==> src/rtl/fp_add_arbiter_pkg.sv <==
// Shared types and constants for the FP adder arbiter and its helpers.
package fp_add_arbiter_pkg;

  localparam int unsigned DATALENGTH = 32;

  localparam logic [DATALENGTH-1:0] FP32_ZERO = 32'h0000_0000;
  localparam logic [DATALENGTH-1:0] FP32_ONE  = 32'h3F80_0000;

  typedef enum logic [2:0] {
    ST_IDLE    = 3'd0,
    ST_SEND_A  = 3'd1,
    ST_DROP_A  = 3'd2,
    ST_SEND_B  = 3'd3,
    ST_DROP_B  = 3'd4,
    ST_WAIT_Z  = 3'd5,
    ST_RESPOND = 3'd6
  } arb_state_e;

  // Index width for n requesters, never below one bit.
  function automatic int unsigned idx_width(input int unsigned n);
    return (n > 2) ? $clog2(n) : 1;
  endfunction

endpackage

==> src/rtl/fp_add_arbiter_rr_pick.sv <==
// Combinational round-robin picker: first set request at or after ptr, wrapping.
module rr_pick #(
  parameter int unsigned NREQ = 4,
  parameter int unsigned IDXW = 2
) (
  input  logic [NREQ-1:0] req_i,
  input  logic [IDXW-1:0] ptr_i,
  output logic [IDXW-1:0] idx_o,
  output logic            found_o
);

  localparam int unsigned SW = IDXW + 1;

  logic [NREQ-1:0] rot;
  logic [SW-1:0]   sum;

  // Rotate so bit 0 is the requester at ptr.
  assign rot = NREQ'({req_i, req_i} >> ptr_i);

  // Scan from the highest offset down so the lowest offset wins.
  always_comb begin
    idx_o   = '0;
    found_o = 1'b0;
    sum     = '0;
    for (int k = NREQ - 1; k >= 0; k--) begin
      if (rot[k]) begin
        sum = SW'(ptr_i) + SW'(k);
        if (sum >= SW'(NREQ)) sum = sum - SW'(NREQ);
        idx_o   = sum[IDXW-1:0];
        found_o = 1'b1;
      end
    end
  end

endmodule

==> src/rtl/fp_add_arbiter.sv <==
// Round-robin arbiter sharing one strobe/ack FP32 adder between NREQ requesters.
module fp_add_arbiter
  import fp_add_arbiter_pkg::*;
#(
  parameter int unsigned NREQ  = 4,
  parameter int unsigned WIDTH = DATALENGTH,
  parameter int unsigned IDXW  = idx_width(NREQ)
) (
  input  logic                  clk,
  input  logic                  rst,
  input  logic [NREQ-1:0]       req_i,
  input  logic [NREQ*WIDTH-1:0] op_a_i,
  input  logic [NREQ*WIDTH-1:0] op_b_i,
  output logic [NREQ-1:0]       grant_o,
  output logic [WIDTH-1:0]      result_o,
  output logic [NREQ-1:0]       result_valid_o,
  output logic                  busy_o,
  output logic [WIDTH-1:0]      add_a_o,
  output logic [WIDTH-1:0]      add_b_o,
  output logic                  add_a_stb_o,
  output logic                  add_b_stb_o,
  output logic                  add_z_ack_o,
  input  logic [WIDTH-1:0]      add_z_i,
  input  logic                  add_z_stb_i,
  input  logic                  add_a_ack_i,
  input  logic                  add_b_ack_i
);

  arb_state_e       state_q;
  logic [IDXW-1:0]  ptr_q, ptr_d, sel_q, pick_idx;
  logic             pick_found;
  logic [NREQ-1:0]  grant_q, grant_d, rv_q;
  logic [WIDTH-1:0] result_q, add_a_q, add_b_q;
  logic             busy_q, a_stb_q, b_stb_q, z_ack_q;
  logic [WIDTH-1:0] op_a_arr [NREQ];
  logic [WIDTH-1:0] op_b_arr [NREQ];

  // Split the flattened operand buses into per-requester words.
  for (genvar g = 0; g < NREQ; g++) begin : g_unpack
    assign op_a_arr[g] = op_a_i[g*WIDTH +: WIDTH];
    assign op_b_arr[g] = op_b_i[g*WIDTH +: WIDTH];
  end

  rr_pick #(.NREQ(NREQ), .IDXW(IDXW)) u_pick (
    .req_i   (req_i),
    .ptr_i   (ptr_q),
    .idx_o   (pick_idx),
    .found_o (pick_found)
  );

  assign grant_d = NREQ'(1) << pick_idx;
  assign ptr_d   = (sel_q == IDXW'(NREQ - 1)) ? '0 : sel_q + 1'b1;

  // Arbitration and adder handshake sequencing; every output is a register.
  always_ff @(posedge clk or posedge rst) begin
    if (rst) begin
      state_q  <= ST_IDLE;
      ptr_q    <= '0;
      sel_q    <= '0;
      grant_q  <= '0;
      rv_q     <= '0;
      result_q <= FP32_ZERO;
      add_a_q  <= FP32_ZERO;
      add_b_q  <= FP32_ZERO;
      busy_q   <= 1'b0;
      a_stb_q  <= 1'b0;
      b_stb_q  <= 1'b0;
      z_ack_q  <= 1'b0;
    end else begin
      rv_q <= '0;
      case (state_q)
        ST_IDLE: begin
          if (pick_found) begin
            add_a_q <= op_a_arr[pick_idx];
            add_b_q <= op_b_arr[pick_idx];
            sel_q   <= pick_idx;
            grant_q <= grant_d;
            busy_q  <= 1'b1;
            state_q <= ST_SEND_A;
          end
        end
        ST_SEND_A: begin
          if (add_a_ack_i) begin
            a_stb_q <= 1'b1;
            state_q <= ST_DROP_A;
          end
        end
        ST_DROP_A: begin
          if (!add_a_ack_i) begin
            a_stb_q <= 1'b0;
            state_q <= ST_SEND_B;
          end
        end
        ST_SEND_B: begin
          if (add_b_ack_i) begin
            b_stb_q <= 1'b1;
            state_q <= ST_DROP_B;
          end
        end
        ST_DROP_B: begin
          if (!add_b_ack_i) begin
            b_stb_q <= 1'b0;
            z_ack_q <= 1'b1;
            state_q <= ST_WAIT_Z;
          end
        end
        ST_WAIT_Z: begin
          if (add_z_stb_i) begin
            result_q <= add_z_i;
            z_ack_q  <= 1'b0;
            state_q  <= ST_RESPOND;
          end
        end
        ST_RESPOND: begin
          rv_q[sel_q] <= 1'b1;
          grant_q     <= '0;
          ptr_q       <= ptr_d;
          busy_q      <= 1'b0;
          state_q     <= ST_IDLE;
        end
        default: state_q <= ST_IDLE;
      endcase
    end
  end

  assign grant_o        = grant_q;
  assign result_o       = result_q;
  assign result_valid_o = rv_q;
  assign busy_o         = busy_q;
  assign add_a_o        = add_a_q;
  assign add_b_o        = add_b_q;
  assign add_a_stb_o    = a_stb_q;
  assign add_b_stb_o    = b_stb_q;
  assign add_z_ack_o    = z_ack_q;

endmodule

==> config.mk <==
export PLATFORM = sky130hd
export DESIGN_NAME = fp_add_arbiter
export DESIGN_NICKNAME = d
export VERILOG_FILES = /design/src/rtl/fp_add_arbiter_pkg.sv /design/src/rtl/fp_add_arbiter_rr_pick.sv /design/src/rtl/fp_add_arbiter.sv
export SDC_FILE = /design/constraint.sdc
export NUM_CORES = 1
export LEC_CHECK = 0
export CAP_MARGIN = 10
export CELL_PAD_IN_SITES_DETAIL_PLACEMENT = 0
export CELL_PAD_IN_SITES_GLOBAL_PLACEMENT = 1
export CORE_AREA = 4 4 157 159
export CTS_BUF_LIST = sky130_fd_sc_hd__clkbuf_16
export DETAILED_ROUTE_END_ITERATION = 12
export DIE_AREA = 0 0 161 163
export GPL_TIMING_DRIVEN = 0
export PLACE_DENSITY_LB_ADDON = 0.3
export SLEW_MARGIN = 20
export SYNTH_ARGS = -nofsm -noshare
export SYNTH_HDL_FRONTEND = slang
export SYNTH_HIERARCHICAL = 1
export SYNTH_SLANG_ARGS = --single-unit
==> constraint.sdc <==
create_clock -name clk -period 9.6 [get_ports clk]
set_input_delay 1.92 -clock clk [delete_from_list [all_inputs] [get_ports clk]]
set_output_delay 1.92 -clock clk [all_outputs]
set_load 0.02 [all_outputs]
==> qor.yml, run 1 <==
grt:
  antenna_found_initial: 1
  track_usage_pct: 17.8
  grt_max_degree: 67
  grt_pass1_vias: 6054
  grt_pass1_wl_um: 35700
  grt_overflow: 0
synthesis:
  synthTopCellsByArea: "dfrtp_1, mux4_2, nand2_1, mux2_4, buf_2"
  avgSynthCellArea_um2: 12.1
  ys.warnings.count: 6
  ys_types: 33
  async_flop_share_pct: 100
  synth_seq_cells: 115
  syn_nets: 819
  synth.most_common_cell: "nand2_1"
  syn-cell-area_um2: 6260
  yosys.area.top_type: "dfrtp_1"
  synth_common_cells: "nand2_1, dfrtp_1, mux4_2"
  yosys.area.top_type_share_pct: 46.0
  yosys_most_used_dff: "dfrtp_1"
  syn_inst: 518
  synth-seq-area-share_pct: 46.0
  synth_edf_count: 0
clocking:
  cts_max_level: 4
  clk_pin_slew_ns: 0.05
  clk_path_buf_depth: 2
  numCtsBuffers: 17
  cts_setup_buffers: 0
  cts_resized: 0
  cts_hold_buf: 0
  tritoncts: "done"
  root_buffer: "clkbuf_16"
  clkSinkCount: 115
  clock_latency_ns: 0.40
floorplan:
  num_rows: 56
  die_area_um2: 26200
  ios: 405
  die_y_um: 163
  coreArea_um2: 23300
  die_w_um: 161
  initial_core_util_pct: 26.9
critical_path:
  worstReg2RegEnd: "add_b_o[4]"
  rr_worst_depth: 9
  critical_path_class: "input pin to flop"
  cp.required_ns: 9.88
  cp_slowest_cell: "mux4_2"
  crit_top_cell: "nand2_1"
  reg2reg_slack_ns: 7.09
  timing.rr.start: "ptr_q[1]"
  startpoint_type: "input pin"
  crit_chain: "clkdlybuf4s50_1, inv_1, a221o_1, a21oi_1, buf_2, buf_6, buf_4, mux4_2, nand2_1, nand2_1"
  cp.arrival_ns: 4.40
  crit_path_end_kind: "flop"
  crit_fanout: 10
  slowest_delay_ns: 0.55
final_layout:
  syn_to_final_growth_pct: 81.1
  final_util_pct: 48.7
  nNetsFinal: 1243
  fin_area_um2: 11300
  final_cells: 1274
  n_fill_cell: 2214
  layout-drive-gt1-share_pct: 16.6
timing:
  post-route-period-util_pct: 43.0
  setup_viol: 0
  maxSlewViolCount: 0
  setup-tns-final_ns: 0
  worst_pin_slew_ns: 0.716
  relSlewSlack_pct: 52.1
  fmax_ghz: 0.243
  finalHoldViolCount: 0
  rsz0062_at_grt: "no"
  period_needed_ns: 4.12
  finClkSkew_ns: 0.00938
drt:
  drtIter0Drc: 183
  drt-pass1-iter-count: 4
  drt-total-wl_um: 24000
  route.detailed.drc: 0
  detail-route-antenna-nets: 0
  vias_per_cell: 4.44
  wl_per_cell_um: 18.8
  vias: 5652
placed_design:
  placed_area_um2: 10700
  dpl.hpwl_um: 19500
  io_buffer_count: 404
  gp_congestion: 0.738
  placed_cells: 1242
power:
  power.internal_mw: 2.07
  seq_power_share_pct: 25.4
  power_density_nw_per_um2: 293
  power_frac_comb_pct: 55.0
  leakage_nw: 4.89
  pwr-share-clk_pct: 19.6
  switching_share_pct: 37.7
  p_sw_mw: 1.25
  peakVddDrop_mv: 0.117
outcome:
  status: "completed"
worst_hold_path:
  hold_end: "add_b_o[16]"
  hp-class: "flop to flop"
  min_from: "add_b_o[16]"
  hold_path_depth: 2
job:
  maxCapViolCount: 0
==> routing by layer <==
layer	GRT usage (%)	wire length, um	up-vias
li1	-	-	2664
met1	20.6	9280	2697
met2	31.1	12000	274
met3	7.24	2290	17
met4	4.30	383	0
met5	0	0	-
==> worst max-delay path by stage <==
stage	start	end	cells past startpoint
after floorplan	rst	add_a_o[0]	1
after global placement	rst	add_a_o[2]	2
final	req_i[1]	add_b_o[6]	10
after detailed placement	req_i[0]	add_b_o[4]	10
after CTS	req_i[0]	add_b_o[4]	10
after global routing	req_i[0]	add_b_o[1]	10
==> logic make-up after synthesis <==
| kind of cell | count (synthesis) | synth area share, % |
|---|---|---|
| flip-flops | 115 | 46.0 |
| AO/OA/AOI/OAI | 26 | 2.56 |
| adder cells (fa/ha/maj) | 4 | 0.800 |
| AND/OR/NAND/NOR | 225 | 14.7 |
| multiplexers | 98 | 31.1 |
| buffers and inverters | 50 | 4.78 |
==> layout make-up <==
cell class,instances,area [um^2],area share (%)
Antenna cell,1,2.50,0.0221
Inverter,11,46.3,0.409
Multi-Input combinational cell,353,3080,27.2
Clock buffer,17,425,3.75
Clock inverter,14,173,1.52
Timing Repair Buffer,405,4070,35.9
Tap cell,319,399,3.52
Buffer,39,258,2.27
Sequential cell,115,2880,25.4
==> registers in the layout (all words and copies together) (netlist names) <==
register	flops
add_a_o	32
add_b_o	32
ptr_q	2
result_o	32
sel_q	2
add_b_stb_o	1
grant_o	4
state_q	3
busy_o	1
result_valid_o	4
add_a_stb_o	1
add_z_ack_o	1
==> critical path: cells and delay by family <==
| family | cells | cell delay [ns] |
|---|---|---|
| AO/OA/AOI/OAI | 2 | 0.45 |
| multiplexers | 1 | 0.55 |
| buffers and inverters | 5 | 1.33 |
| AND/OR/NAND/NOR | 2 | 0.15 |
==> stage by stage <==
step                      hold WS, ns  setup slack (ns)  power [mW]
final                           0.467              5.48        3.32
after global routing            0.486              5.22        3.55
after CTS                       0.474              5.37        3.38
after detailed placement        0.461              4.95        2.71
after global placement          0.458              2.61        2.70
after floorplan                 0.485              4.64        1.88
==> power by group through the flow <==
stage,Combinational [mW],Sequential [mW],Clock (mW)
2_1_floorplan,0.785,1.10,0
3_3_place_gp,1.86,0.839,0
3_5_place_dp,1.86,0.850,0
4_1_cts,1.87,0.847,0.665
5_1_grt,1.98,0.872,0.690
6_report,1.82,0.844,0.649
==> cells in the final DEF (no fill, tap or decap), drive strengths merged <==
cell type / Yosys / final
a21o: 1 / 1
a21oi: 7 / 7
a221o: 1 / 1
a31oi: 1 / 1
and2: 4 / 4
and3: 1 / 1
buf: 26 / 27
bufinv: 0 / 4
clkbuf: 13 / 30
clkdlybuf4s50: 0 / 404
clkinv: 0 / 4
clkinvlp: 0 / 3
dfrtp: 115 / 115
diode: 0 / 1
ha: 4 / 4
inv: 11 / 14
mux2: 33 / 33
mux4: 65 / 65
nand2: 202 / 202
nand2b: 4 / 4
nand3: 4 / 4
nand3b: 3 / 3
nor2: 3 / 3
nor3b: 1 / 1
nor4b: 1 / 1
o21ai: 11 / 11
o21ba: 1 / 1
o221ai: 1 / 1
o31ai: 3 / 3
or3: 1 / 1
or4b: 1 / 1
No activity file was read; power rests on OpenSTA's default activity.
==> inputs of run 2 (changes only) <==
CORE_AREA = default   (was 4 4 157 159)
CORE_ASPECT_RATIO = 1.5   (was default)
CORE_MARGIN = 4   (was default)
CORE_UTILIZATION = 27   (was default)
DIE_AREA = default   (was 0 0 161 163)
clock period = 4.1 ns   (was 9.6 ns; I/O delays follow)
==> run 2 against run 1 <==
Compared with the run above: first-iteration DRC count grew 13%; setup slack lost 4.4 ns; global-route usage grew 0.73 points; clock skew shrank 0.0012 ns; die area shrank 2.0%; critical endpoint is now add_b_o[2]; highest routed layer unchanged.
==> qor.yml, run 2 (synthesis gave the netlist of run 1 again) <==
clocking:
  clk_pin_slew_ns: 0.05  # about the same
  clkSinkCount: 115  # unchanged
  cts_hold_buf: 0  # unchanged
  numCtsBuffers: 17  # unchanged
  cts_resized: 0  # unchanged
  cts_setup_buffers: 0  # unchanged
  cts_max_level: 4  # unchanged
  clk_path_buf_depth: 2  # unchanged
  root_buffer: "clkbuf_16"  # unchanged
  tritoncts: "done"  # unchanged
  clock_latency_ns: 0.42  # was 0.40 ns
final_layout:
  antenna_cells: 0  # was 1
  layout_commonest_cell: "clkdlybuf4s50_1"  # unchanged
  fin_area_um2: 11300  # about the same
  final_util_pct: 49.3  # was 48.7%
  final_cell_mix: "clkdlybuf4s50_1, nand2_1, dfrtp_1"  # unchanged
  syn_to_final_growth_pct: 80.5  # was 81.1%
  nNetsFinal: 1243  # unchanged
  layout-drive-gt1-share_pct: 17.0  # was 16.6%
  final_cells: 1235  # was 1,274
power:
  leakage_nw: 4.88  # was 4.89 nW
  power_frac_comb_pct: 54.9  # was 55.0%
  power_mw: 7.78  # was 3.32 mW
  seq_power_share_pct: 25.4  # about the same
  power.internal_mw: 4.79  # was 2.07 mW
  power_density_nw_per_um2: 689  # was 293 nW/um^2
  switching_share_pct: 38.4  # was 37.7%
  peakVddDrop_mv: 0.280  # was 0.117 mV
  p_sw_mw: 2.99  # was 1.25 mW
  pwr-share-clk_pct: 19.6  # about the same
timing:
  setup_viol: 0  # unchanged
  fmax_ghz: 0.330
  rsz0062_at_grt: "no"  # unchanged
  finalWorstSetupSlack_ns: 1.07  # was 5.48 ns
  finalHoldViolCount: 0  # unchanged
  period_needed_ns: 3.03
  maxSlewViolCount: 0  # unchanged
  worst_pin_slew_ns: 0.760  # was 0.716 ns
  finClkSkew_ns: 0.00819  # was 0.00938 ns
  relSlewSlack_pct: 49.1  # was 52.1%
  post-route-period-util_pct: 73.9
  hold_slack_ns: 0.469  # was 0.467 ns
  setup-tns-final_ns: 0  # unchanged
drt:
  drt-pass1-iter-count: 5  # was 4
  drt-met1-wl_um: 8480  # was 9280 um
  detail-route-antenna-nets: 0  # unchanged
  drt-total-wl_um: 24200  # was 24,000 um
  wl_met3_um: 2020  # was 2290 um
  vias_per_cell: 4.59  # was 4.44
  route.detailed.drc: 0  # unchanged
  wl_per_cell_um: 19.6  # was 18.8 um
  vias: 5667  # was 5,652
  drtIter0Drc: 207  # was 183
  topRoutingLayerUsed: "met4"  # unchanged
  wl_met2_um: 13000  # was 12,000 um
floorplan:
  die_w_um: 132  # was 161 um
  num_rows: 68  # was 56
  coreArea_um2: 22900  # was 23,300 um^2
  die_area_um2: 25700  # was 26,200 um^2
  ios: 405  # unchanged
  initial_core_util_pct: 27.3  # was 26.9%
  die_y_um: 194  # was 163 um
critical_path:
  cp-startpoint: "req_i[0]"  # was req_i[1]
  reg2reg_slack_ns: 1.51  # was 7.09 ns
  crit_fanout: 10  # unchanged
  critical_path_class: "input pin to flop"  # unchanged
  cp.arrival_ns: 3.34  # was 4.40 ns
  rr_worst_depth: 9  # unchanged
  crit_path_end_kind: "flop"  # unchanged
  cp.required_ns: 4.41  # was 9.88 ns
  worstReg2RegEnd: "add_b_o[2]"  # was add_b_o[4]
  endpoint: "add_b_o[2]"  # was add_b_o[6]
  startpoint_type: "input pin"  # unchanged
  timing.rr.start: "ptr_q[1]"  # unchanged
worst_hold_path:
  hp-class: "flop to flop"  # unchanged
grt:
  grt_pass1_vias: 6137  # was 6,054
  grt_max_degree: 67  # unchanged
  track_usage_pct: 18.6  # was 17.8%
  grt_overflow: 0  # unchanged
  grt_pass1_wl_um: 36000  # was 35,700 um
  antenna_found_initial: 0  # was 1
placed_design:
  placed_area_um2: 10700  # about the same
  placed_cells: 1203  # was 1,242
  io_buffer_count: 404  # unchanged
  place_ws_ns: 0.487  # was 4.95 ns
  gp_congestion: 0.853  # was 0.738
  dpl.hpwl_um: 19800  # was 19,500 um
job:
  maxCapViolCount: 0  # unchanged
outcome:
  status: "completed"  # unchanged
[run 2: worst min-delay path by stage]
| stage | to | startpoint | cells past startpoint |
|---|---|---|---|
| final | add_b_o[5] | add_b_o[5] | 2 |
| after global routing | add_a_o[14] | add_a_o[14] | 2 |
| after CTS | add_b_o[14] | add_b_o[14] | 2 |
| after detailed placement | add_b_o[14] | add_b_o[14] | 2 |
| after global placement | add_a_o[24] | add_a_o[24] | 2 |
| after floorplan | ptr_q[0] | ptr_q[0] | 2 |
[run 2: power groups by stage]
stage | clock [mW] | sequential, mW | combinational [mW]
CTS | 1.57 | 1.99 | 4.37
global route | 1.62 | 2.05 | 4.62
floorplan | 0 | 2.57 | 1.84
finish | 1.53 | 1.98 | 4.28
global placement | 0 | 1.97 | 4.35
detailed placement | 0 | 1.99 | 4.37
[run 2: per-layer routing]
metal  global-route usage, %  vias to the layer above
li1                        -                     2660
met1                    19.1                     2675
met2                    34.5                      294
met3                    6.50                       38
met4                    6.70                        0
met5                       0                        -
[run 2: area by class of cell]
class | instances | area [um^2]
Fill cell | 2118 | 11600
Sequential cell | 115 | 2880
Timing Repair Buffer | 405 | 4070
Buffer | 39 | 258
Multi-Input combinational cell | 353 | 3080
Tap cell | 280 | 350
Inverter | 11 | 46.3
Clock buffer | 17 | 425
Clock inverter | 15 | 183
[run 2: worst max-delay path, cell delays in order]
cell,delay [ns]
clkdlybuf4s50_1,0.46
a21oi_1,0.17
o21ai_1,0.07
a21oi_1,0.14
clkbuf_1,0.42
buf_2,0.41
buf_2,0.32
mux4_2,0.35
nand2_1,0.12
nand2_1,0.06
